[src/rtl/ifetch_sequencer_pkg.sv]
// Shared definitions for the instruction fetch sequencer: FSM encoding,
// end-of-program word and the opcode field layout used by decode and benches.
package ifetch_pkg;

  typedef enum logic [1:0] {
    IDLE   = 2'd0,
    FETCH  = 2'd1,
    HALTED = 2'd2
  } state_t;

  localparam logic [31:0] HALT_WORD = 32'h0000_0000;

  localparam int OPC_MSB = 31;
  localparam int OPC_LSB = 29;

  localparam logic [2:0] OPC_LW  = 3'b000;
  localparam logic [2:0] OPC_SW  = 3'b001;
  localparam logic [2:0] OPC_BEQ = 3'b010;
  localparam logic [2:0] OPC_BLT = 3'b011;
  localparam logic [2:0] OPC_ADD = 3'b100;
  localparam logic [2:0] OPC_SUB = 3'b101;
  localparam logic [2:0] OPC_AND = 3'b110;
  localparam logic [2:0] OPC_OR  = 3'b111;

  function automatic logic [2:0] opcode_of(input logic [31:0] inst);
    return inst[OPC_MSB:OPC_LSB];
  endfunction

endpackage

[src/rtl/ifetch_sequencer_if.sv]
// Bus bundle between the fetch sequencer, instruction memory and decode.
// master = the sequencer, slave = its environment (memory, decode, control).
interface ifetch_sequencer_if #(
  parameter int ADDR_W = 16
);

  logic              start;
  logic [ADDR_W-1:0] start_pc;
  logic [ADDR_W-1:0] imem_addr;
  logic [31:0]       imem_data;
  logic              inst_valid;
  logic              inst_ready;
  logic [31:0]       inst_out;
  logic [ADDR_W-1:0] inst_pc;
  logic              redirect_valid;
  logic [ADDR_W-1:0] redirect_pc;
  logic              busy;
  logic              halted;
  logic              fault;

  modport master (
    input  start, start_pc, imem_data, inst_ready, redirect_valid, redirect_pc,
    output imem_addr, inst_valid, inst_out, inst_pc, busy, halted, fault
  );

  modport slave (
    output start, start_pc, imem_data, inst_ready, redirect_valid, redirect_pc,
    input  imem_addr, inst_valid, inst_out, inst_pc, busy, halted, fault
  );

endinterface

[src/rtl/ifetch_sequencer_slot.sv]
// One-entry output register holding a fetched word and its PC, offered to
// decode with valid/ready; flush drops the entry regardless of ready.
module ifetch_slot
  import ifetch_pkg::*;
#(
  parameter int ADDR_W = 16
) (
  input  logic              clk,
  input  logic              rst_n,
  input  logic              capture,
  input  logic              flush,
  input  logic              ready,
  input  logic [31:0]       data_in,
  input  logic [ADDR_W-1:0] pc_in,
  output logic              valid,
  output logic [31:0]       data,
  output logic [ADDR_W-1:0] pc,
  output logic              free
);

  // The slot may take a new word when empty or when its current word leaves now.
  assign free = !valid || ready;

  always_ff @(posedge clk or negedge rst_n) begin
    if (!rst_n) begin
      valid <= 1'b0;
      data  <= '0;
      pc    <= '0;
    end else if (flush) begin
      valid <= 1'b0;
    end else if (capture) begin
      valid <= 1'b1;
      data  <= data_in;
      pc    <= pc_in;
    end else if (ready) begin
      valid <= 1'b0;
    end
  end

endmodule

[src/rtl/ifetch_sequencer.sv]
// Fetch controller: owns the PC, reads the instruction memory and feeds the
// output slot. Optional macro IFETCH_BOUND_CHK_EN turns address wrap into a fault.
module ifetch_sequencer
  import ifetch_pkg::*;
#(
  parameter int          ADDR_W    = 16,
  parameter int          DEPTH     = 256,
  parameter logic [31:0] HALT_WORD = ifetch_pkg::HALT_WORD
) (
  input logic              clk,
  input logic              rst_n,
  ifetch_sequencer_if.master bus
);

  if ((DEPTH & (DEPTH - 1)) != 0) begin : g_depth_check
    $error("ifetch_sequencer: DEPTH must be a power of 2");
  end

  localparam logic [ADDR_W-1:0] ADDR_MASK = ADDR_W'(DEPTH - 1);

  function automatic logic [ADDR_W-1:0] wrap_addr(input logic [ADDR_W-1:0] a);
    return a & ADDR_MASK;
  endfunction

`ifdef IFETCH_BOUND_CHK_EN
  function automatic logic out_of_range(input logic [ADDR_W-1:0] a);
    return (a & ~ADDR_MASK) != '0;
  endfunction
`endif

  state_t            state_q, state_d;
  logic [ADDR_W-1:0] pc_q, pc_d;
  logic              halted_q, halted_d;
  logic              slot_capture;
  logic              slot_flush;
  logic              slot_free;
`ifdef IFETCH_BOUND_CHK_EN
  logic              fault_q, fault_d;
`endif

  always_ff @(posedge clk or negedge rst_n) begin
    if (!rst_n) begin
      state_q  <= IDLE;
      pc_q     <= '0;
      halted_q <= 1'b0;
    end else begin
      state_q  <= state_d;
      pc_q     <= pc_d;
      halted_q <= halted_d;
    end
  end

`ifdef IFETCH_BOUND_CHK_EN
  always_ff @(posedge clk or negedge rst_n) begin
    if (!rst_n) begin
      fault_q <= 1'b0;
    end else begin
      fault_q <= fault_d;
    end
  end
`endif

  // Redirect outranks everything in FETCH; otherwise the memory word is either
  // issued into the slot or, if it is the halt word, ends the program.
  always_comb begin
    state_d      = state_q;
    pc_d         = pc_q;
    halted_d     = halted_q;
    slot_capture = 1'b0;
    slot_flush   = 1'b0;
`ifdef IFETCH_BOUND_CHK_EN
    fault_d      = fault_q;
`endif
    unique case (state_q)
      IDLE, HALTED: begin
        if (bus.start) begin
`ifdef IFETCH_BOUND_CHK_EN
          if (out_of_range(bus.start_pc)) begin
            state_d  = HALTED;
            halted_d = 1'b1;
            fault_d  = 1'b1;
          end else begin
            state_d  = FETCH;
            pc_d     = bus.start_pc;
            halted_d = 1'b0;
            fault_d  = 1'b0;
          end
`else
          state_d  = FETCH;
          pc_d     = wrap_addr(bus.start_pc);
          halted_d = 1'b0;
`endif
        end
      end
      FETCH: begin
        if (bus.redirect_valid) begin
          slot_flush = 1'b1;
`ifdef IFETCH_BOUND_CHK_EN
          if (out_of_range(bus.redirect_pc)) begin
            state_d  = HALTED;
            halted_d = 1'b1;
            fault_d  = 1'b1;
          end else begin
            pc_d = bus.redirect_pc;
          end
`else
          pc_d = wrap_addr(bus.redirect_pc);
`endif
        end else if (slot_free) begin
`ifdef IFETCH_BOUND_CHK_EN
          // pc only leaves the array by stepping past DEPTH-1; that faults here.
          if (out_of_range(pc_q)) begin
            slot_flush = 1'b1;
            state_d    = HALTED;
            halted_d   = 1'b1;
            fault_d    = 1'b1;
          end else
`endif
          if (bus.imem_data == HALT_WORD) begin
            slot_flush = 1'b1;
            state_d    = HALTED;
            halted_d   = 1'b1;
          end else begin
            slot_capture = 1'b1;
`ifdef IFETCH_BOUND_CHK_EN
            pc_d = pc_q + ADDR_W'(1);
`else
            pc_d = wrap_addr(pc_q + ADDR_W'(1));
`endif
          end
        end
      end
      default: begin
        state_d = IDLE;
      end
    endcase
  end

  ifetch_slot #(
    .ADDR_W (ADDR_W)
  ) u_slot (
    .clk     (clk),
    .rst_n   (rst_n),
    .capture (slot_capture),
    .flush   (slot_flush),
    .ready   (bus.inst_ready),
    .data_in (bus.imem_data),
    .pc_in   (pc_q),
    .valid   (bus.inst_valid),
    .data    (bus.inst_out),
    .pc      (bus.inst_pc),
    .free    (slot_free)
  );

  assign bus.imem_addr = pc_q;
  assign bus.busy      = (state_q == FETCH);
  assign bus.halted    = halted_q;
`ifdef IFETCH_BOUND_CHK_EN
  assign bus.fault     = fault_q;
`else
  assign bus.fault     = 1'b0;
`endif

endmodule

[src/flat_wrapper.sv]
// flat-port wrapper written by rule: the top's interface ports become plain ports
module ifetch_sequencer_flat import ifetch_pkg::*;
#(
  parameter int          ADDR_W    = 16,
  parameter int          DEPTH     = 256,
  parameter logic [31:0] HALT_WORD = ifetch_pkg::HALT_WORD
)
  (clk, rst_n, bus_start, bus_start_pc, bus_imem_data, bus_inst_ready, bus_redirect_valid, bus_redirect_pc, bus_imem_addr, bus_inst_valid, bus_inst_out, bus_inst_pc, bus_busy, bus_halted, bus_fault);
  ifetch_sequencer_if #(.ADDR_W(ADDR_W)) bus_i ();
  input logic clk;
  input logic rst_n;
  input wire logic [$bits(bus_i.start)-1:0] bus_start;
  input wire logic [$bits(bus_i.start_pc)-1:0] bus_start_pc;
  input wire logic [$bits(bus_i.imem_data)-1:0] bus_imem_data;
  input wire logic [$bits(bus_i.inst_ready)-1:0] bus_inst_ready;
  input wire logic [$bits(bus_i.redirect_valid)-1:0] bus_redirect_valid;
  input wire logic [$bits(bus_i.redirect_pc)-1:0] bus_redirect_pc;
  output wire logic [$bits(bus_i.imem_addr)-1:0] bus_imem_addr;
  output wire logic [$bits(bus_i.inst_valid)-1:0] bus_inst_valid;
  output wire logic [$bits(bus_i.inst_out)-1:0] bus_inst_out;
  output wire logic [$bits(bus_i.inst_pc)-1:0] bus_inst_pc;
  output wire logic [$bits(bus_i.busy)-1:0] bus_busy;
  output wire logic [$bits(bus_i.halted)-1:0] bus_halted;
  output wire logic [$bits(bus_i.fault)-1:0] bus_fault;
  assign bus_i.start = bus_start;
  assign bus_i.start_pc = bus_start_pc;
  assign bus_i.imem_data = bus_imem_data;
  assign bus_i.inst_ready = bus_inst_ready;
  assign bus_i.redirect_valid = bus_redirect_valid;
  assign bus_i.redirect_pc = bus_redirect_pc;
  assign bus_imem_addr = bus_i.imem_addr;
  assign bus_inst_valid = bus_i.inst_valid;
  assign bus_inst_out = bus_i.inst_out;
  assign bus_inst_pc = bus_i.inst_pc;
  assign bus_busy = bus_i.busy;
  assign bus_halted = bus_i.halted;
  assign bus_fault = bus_i.fault;
  ifetch_sequencer #(.ADDR_W(ADDR_W), .DEPTH(DEPTH), .HALT_WORD(HALT_WORD)) u_core (.clk(clk), .rst_n(rst_n), .bus(bus_i));
endmodule
[config.mk]
export PLATFORM = sky130hd
export DESIGN_NAME = ifetch_sequencer_flat
export DESIGN_NICKNAME = d
export VERILOG_FILES = /design/src/rtl/ifetch_sequencer_pkg.sv /design/src/rtl/ifetch_sequencer_if.sv /design/src/rtl/ifetch_sequencer_slot.sv /design/src/rtl/ifetch_sequencer.sv /design/src/flat_wrapper.sv
export SDC_FILE = /design/constraint.sdc
export NUM_CORES = 1
export LEC_CHECK = 0
export ABC_AREA = 1
export BUFFER_PORTS_ARGS = -buffer_cell sky130_fd_sc_hd__buf_4
export CAP_MARGIN = 25
export CORE_ASPECT_RATIO = 0.75
export CORE_MARGIN = 5
export CORE_UTILIZATION = 35
export DETAILED_ROUTE_END_ITERATION = 6
export GPL_ROUTABILITY_DRIVEN = 0
export PLACE_DENSITY_LB_ADDON = 0.1
export SKIP_LAST_GASP = 1
export SLEW_MARGIN = 10
export SYNTH_ARGS = -nofsm -noshare
export SYNTH_HDL_FRONTEND = slang
export SYNTH_SLANG_ARGS = --single-unit
[constraint.sdc]
create_clock -name clk -period 1.68 [get_ports clk]
set_clock_uncertainty 0.2 [all_clocks]
set_input_delay 0.336 -clock clk [delete_from_list [all_inputs] [get_ports clk]]
set_output_delay 0.336 -clock clk [all_outputs]
set_load 0.01 [all_outputs]
=== Word level (Yosys, flattened, before mapping) ===
Index checks and enable logic that the tools add are counted.

* Add/sub/neg operators: 1
* Reduce and logical (&&, ||, !) cells: 11
* Multiplexer cells: 26
* Equality and inequality tests: 8
* Bitwise operators: 1

{| class="wikitable"
|+ Operators by type and width
! cell !! number
|-
| $mux 16 || 4
|-
| $logic_not 32->1 || 1
|-
| $pmux 16 s2 || 1
|-
| $mux 1 || 15
|-
| $add 8x1->8 const B || 1
|-
| $mux 2 || 4
|-
| $reduce_and 4->1 || 2
|-
| $reduce_and 5->1 || 1
|-
| $ne 2x1->1 const B || 2
|-
| $ne 2x2->1 const B || 2
|-
| $pmux 2 s2 || 1
|-
| $ne 3x2->1 const B || 1
|-
| $ne 3x3->1 const B || 1
|-
| $reduce_bool 3->1 || 1
|-
| $eq 2x1->1 const B || 1
|-
| $eq 2x2->1 const B || 1
|-
| $logic_not 2->1 || 1
|-
| $pmux 1 s2 || 1
|-
| $reduce_and 2->1 || 1
|-
| $reduce_bool 2->1 || 1
|-
| $reduce_or 2->1 || 1
|-
| $logic_not 1->1 || 1
|-
| $logic_or 1x1->1 || 1
|-
| $not 1->1 || 1
|}

* Register bits: 68
* Input port bits: 69
* Output and inout port bits: 68
* Logic and storage cells: 53

=== Longest topological paths before layout ===
* Word-level depth: 7
* Depth in mapped cells: 10

=== Cells and area by module ===
A second synthesis with hierarchy kept.

* Cell total of the unflattened synthesis: 383
* Area total of the unflattened synthesis: 3012.9 um^2

{| class="wikitable"
|+ Modules (own cells, without submodules)
! module !! cells an instance !! times used !! sequential area each (um^2) !! area an instance (um^2)
|-
| ifetch_slot || 214 || 1 || 1226.2 || 1924.3
|-
| ifetch_sequencer || 169 || 1 || 275.3 || 1088.5
|}

=== Worst setup path before layout ===
Ideal clock, no wire load.

* Path type: flip-flop to flip-flop
* From: register u_core.state_q[1]
* To: register u_core.u_slot.pc[5]
* Setup slack: 146 ps
* Required time: 1360 ps
* Setup time: 120 ps
* Cell stages (with the launch flop): 8
* Arrival time: 1214 ps
* Clock period less this slack: 1534 ps
* Cells stage by stage: dfrtp_1 nor2_4 nand2_4 clkinv_4 nand3_4 buf_6 nand2_1 o21ai_2

* Word-level cells in the longest chain between the ends: 4
* Elaborated cells on any way between the ends: 5
* Classes of those cells: eq/ne: 1; mux: 2; bitwise: 1; reduce/logical: 1

{| class="wikitable"
|+ RTL lines
! element !! line !! source
|-
| start: declaration || ifetch_sequencer.sv:31 || <nowiki>state_t state_q, state_d;</nowiki>
|-
| start signal: assignment || ifetch_sequencer.sv:47 || <nowiki>state_q <= state_d;</nowiki>
|-
| $eq 2x1->1 (*) || - ||
|-
| via bus_busy || flat_wrapper.sv:22 || <nowiki>output wire logic [$bits(bus_i.busy)-1:0] bus_busy;</nowiki>
|-
| $mux 1 || ifetch_sequencer.sv:74 || <nowiki>unique case (state_q)</nowiki>
|-
| $not 1->1 (no line) || - ||
|-
| $reduce_and 2->1 (no line) (*) || - ||
|-
| end signal: assignment || ifetch_sequencer_slot.sv:34 || <nowiki>pc <= pc_in;</nowiki>
|-
| end: declaration || ifetch_sequencer_slot.sv:17 || <nowiki>output logic [ADDR_W-1:0] pc,</nowiki>
|}

The timed path passes the listed nets; every way through them passes the cells marked *.
A chain may end at the register's enable or synchronous reset.

=== Final worst setup path ===
* From: register u_core.state_q[1]
* To: register u_core.u_slot.data[14]

* Word-level cells in the longest chain between the ends: 4
* Elaborated cells on any way between the ends: 5
* Classes of those cells: eq/ne: 1; mux: 2; bitwise: 1; reduce/logical: 1

{| class="wikitable"
|+ RTL lines
! element !! line !! source
|-
| $eq 2x1->1 (*) || ifetch_sequencer.sv:74 ||
|-
| $mux 1 || ifetch_sequencer.sv:74 ||
|-
| $not 1->1 (no line) || - ||
|-
| $reduce_and 2->1 (no line) (*) || - ||
|-
| end signal: assignment || ifetch_sequencer_slot.sv:33 || <nowiki>data <= data_in;</nowiki>
|-
| end: declaration || ifetch_sequencer_slot.sv:16 || <nowiki>output logic [31:0] data,</nowiki>
|}

Every way passes the cells marked *; elsewhere a longest branch is shown, timed or not.

==> results.md <==
- Summed over all cells, the static leakage comes to 2.38 nW.
- The switching power is 3.02 mW.
- The worst setup path is captured at a flop.
- The total number of placement rows is 28.
- The number of max-cap violations is 0.
- In the routed design, unresolved DRC markers number 0.
- The total core area is ~0.008 sq mm.
- The number of nets with antenna violations after detailed routing is 0.
- Dividing the synthesized area by the synthesized cell count gives about 8.4 sq um.
- The total track usage is 0.137.
- The power density over the cells is 1700 mW/mm^2.
- The run finished with clean final reports.
- The clock group share of total power is 0.126.
- The global-route track usage on met3 is 0.0380.
- The final design instance area without fill is ~0.0045 sq mm.
- In this run the clock root is driven by a clkbuf_8.
- The H-tree was split into 2 levels.
- The top cell family by delay on the critical path is buffers and inverters.
- The via-per-instance ratio is 4.32.
- Synthesis produced a netlist whose cell count is 335.
- The first-pass iteration count of the detailed router is 4.
- The number of distinct standard cells referenced by the synthesized netlist is 25.
- Walking the worst path, the cells encountered are nor2_4, buf_6, nand2_8, clkinv_8, buf_12, nand3_4, clkbuf_16, o21ai_2.
- Global routing finished with a remaining overflow of 0.
- The routed length per placed instance is 13.6 um.
- The die boundary width is 114 um.
- The count of antenna diodes in the layout is 0.
- The number of failing hold endpoints at the final stage was 0.
- The internal portion of the total power is 4.55 mW.
- The shortest clock period the worst path allows after layout is 1.66 ns.
- Total power for the finished layout comes to 7.58 mW.
- For this run, the share of the core covered by cells in the final layout is 0.567.
- The clock tree from TritonCTS is done.
- The clock sink count is 52.
- The number of pins with negative max-slew slack in the final report is 0.
- Setup violations remaining at the end of the flow were counted as 0.
- 137 I/O pins were placed.
- Yosys attributes the largest share of cell area to dfrtp_1, nand2_1, o21ai_2, inv_1, buf_4.
- For the worst setup path, the data arrival time is 1.70 ns.
- The setup slack on the worst flop-to-flop path is about 0.023 ns.
- The flip-flop and latch count after synthesis is 52.
- The via count of the first global-routing pass was approximately 2300.
- The global-route wire length before repair is 10.9 mm.
- The final routed wirelength across all metal layers is 7.96 mm.
- Counting both buffers and inverters, the worst setup path holds a total of 4.
- The proportion of synthesized chip area in sequential cells is 0.462.
- The share of post-route cells with drive strength above 1 is 0.510.
- The class of the worst hold path is input pin to flop.
- For this configuration, the core starts out at a cell density of 0.359.
- The longest clock path from root to sink contains 2 buffers.
- The floorplan step set the die height to 87.7 um.
- The library cell occupying the most area in the post-synthesis netlist is dfrtp_1.
- The total CTS buffers is 5.
- The number of antenna violations at the first check in global routing was 0.
- Based on the critical path, the design can be clocked at up to slightly above 0.6 GHz.
- The met2 track demand over resource in global routing is 0.210.
- Of the post-synthesis cell area, the dominant cell type holds 0.462.
- The met1 track demand over resource is 0.195.
- The share of power burned in registers is 0.308.
- The number of buffer cells added on primary ports is 103.
- The post-place instance area is 0.00378 sq mm.
- Detailed routing inserted a total of 2528 vias.
- After the first detailed-routing iteration, the DRC count stood at 88.
- The worst-path maximum fanout is 10.
- The area added between synthesis and finish is 58.2%.
- Summed over all nets, the half-perimeter wirelength after detailed placement is 5.25 mm.
- The critical path in this run is classified as flop to flop.
- The highest-utilization routing layer at the global route stage is met2.
- During synthesis, Yosys emitted a total of 0 warnings.
- The floorplan die area is 0.00995 sq mm.
- Entering global routing, the biggest net connects 53 pins.
- On the worst path, the slowest cell contributes a delay of approximately 0.42 ns.
- Across the VDD grid, the largest voltage drop is roughly 0.76 mV.
- The worst setup path is launched from a flop.
- The share of total power consumed by net switching is 0.399.
- The worst path required time is about 1.7 ns.
- Setup repair after global routing could not meet its margin everywhere.
- The portion of total power attributed to combinational logic is 0.566.
- The final critical-path share of the clock period is 0.986.
- Clock-pin slew was measured on the worst setup and hold paths at around 0.10 ns.
- The clock reaches the later pin of the worst-skew pair after 0.30 ns.
- The library cell contributing the largest single delay on the critical path is dfrtp_1.
- The net total in the final layout is 549.
- The area of the mapped netlist is about 0.0028 sq mm.
[cells in the final DEF (no fill, tap or decap), types with 6 or more instances in the layout]
cell type | netlist | layout
buf_4 | 17 | 125
buf_6 | 8 | 7
clkbuf_16 | 0 | 6
clkbuf_8 | 0 | 7
conb_1 | 1 | 17
dfrtp_1 | 52 | 52
inv_1 | 46 | 45
nand2_1 | 106 | 74
nand2_2 | 1 | 15
nand2_4 | 2 | 19
nand3_1 | 18 | 14
nor2_1 | 22 | 17
o21ai_2 | 40 | 40
[Yosys cell counts]
master and n:
inv_2 2, nand4_1 3, nand2_2 1, o21bai_1 2
nand2_1 106, dfrtp_1 52, buf_4 17, nand3_1 18
buf_6 8, o211ai_1 2, clkinv_4 1, nand3_4 1
conb_1 1, xor2_1 2, xnor2_1 1, nor2_1 22
clkinv_1 1, inv_1 46, ha_1 1, nand2_4 2
o21ai_1 1, nor2_4 1, o21ai_0 3, nand4_2 1
o21ai_2 40
[metrics by stage]
step	instances	setup TNS [ns]	hold WS, ns	setup WS (ns)
final	585	0	0.0765	0.0228
after global routing	585	-1.84	0.0687	-0.0797
after CTS	565	0	0.0708	0.0187
after detailed placement	556	-9.93	0.142	-0.214
after global placement	556	-9.25	0.140	-0.209
after floorplan	351	0	-0.160	0.146
[worst min-delay path, delay by kind of cell]
family                 cells  cell delay [ns]
AO/OA/AOI/OAI              1             0.05
buffers and inverters      2             0.16
[logic make-up after synthesis]
family / Yosys count / share of synthesized area
simple gates: 155 / 0.234
buf+inv: 75 / 0.146
compound gates: 48 / 0.142
flops: 52 / 0.462
fa+ha+maj: 1 / 0.00445
other cells: 1 / 0.00133
xor+xnor: 3 / 0.00934
[sequential cells by signal, indices dropped and copies added (netlist names)]
register / flops
u_core.state_q: 2
u_core.u_slot.pc: 8
u_core.bus.halted: 1
u_core.u_slot.data: 32
u_core.u_slot.valid: 1
u_core.bus.imem_addr: 8
[metal layers]
metal | vias to the layer above | wire length [um] | part of all wire
met3 | 4 | 515 | 0.065
met5 | - | 0 | 0
met4 | 0 | 42 | 0.0053
met2 | 64 | 3560 | 0.45
met1 | 1160 | 3850 | 0.48
li1 | 1300 | - | -
[what timing repair did]
action,in CTS,in global routing
setup endpoints to repair,0,51
resized for setup,0,69
hold buffers,1,0
hold endpoints to repair,52,0
buffers inserted,0,7
[worst paths after layout]
| check | from | to | depth (start not counted) |
|---|---|---|---|
| setup / recovery | u_core.state_q[1]$_DFFE_PN0P_ | u_core.u_slot.data[14]$_DFFE_PN0P_ | 8 |
| max in group asynchronous | rst_n | u_core.bus.imem_addr[0]$_DFFE_PN0P_ | 3 |
| setup reg to reg | u_core.state_q[1]$_DFFE_PN0P_ | u_core.u_slot.data[14]$_DFFE_PN0P_ | 8 |
| min in group asynchronous | rst_n | u_core.u_slot.data[6]$_DFFE_PN0P_ | 3 |
| hold / removal | bus_imem_data[10] | u_core.u_slot.data[10]$_DFFE_PN0P_ | 3 |
| hold reg to reg | u_core.u_slot.data[20]$_DFFE_PN0P_ | u_core.u_slot.data[20]$_DFFE_PN0P_ | 2 |
[power by group through the flow]
stage               clock network [mW]  registers, mW  logic, mW
finish                           0.951           2.33       4.29
global route                      1.03           2.42       4.69
CTS                              0.978           2.22       3.49
detailed placement                   0           2.24       3.48
global placement                     0           2.23       3.44
floorplan                            0           2.47       1.70
[cell type report]
class / count / area (sq um)
sequential: 52 / 1300
tap: 105 / 131
inverter: 50 / 204
clock buffer: 7 / 96.3
multi-input combinational: 226 / 1410
clock inverter: 1 / 30.0
fill: 739 / 3400
timing repair buffer: 144 / 1280
(Power assumes the default switching activity.)
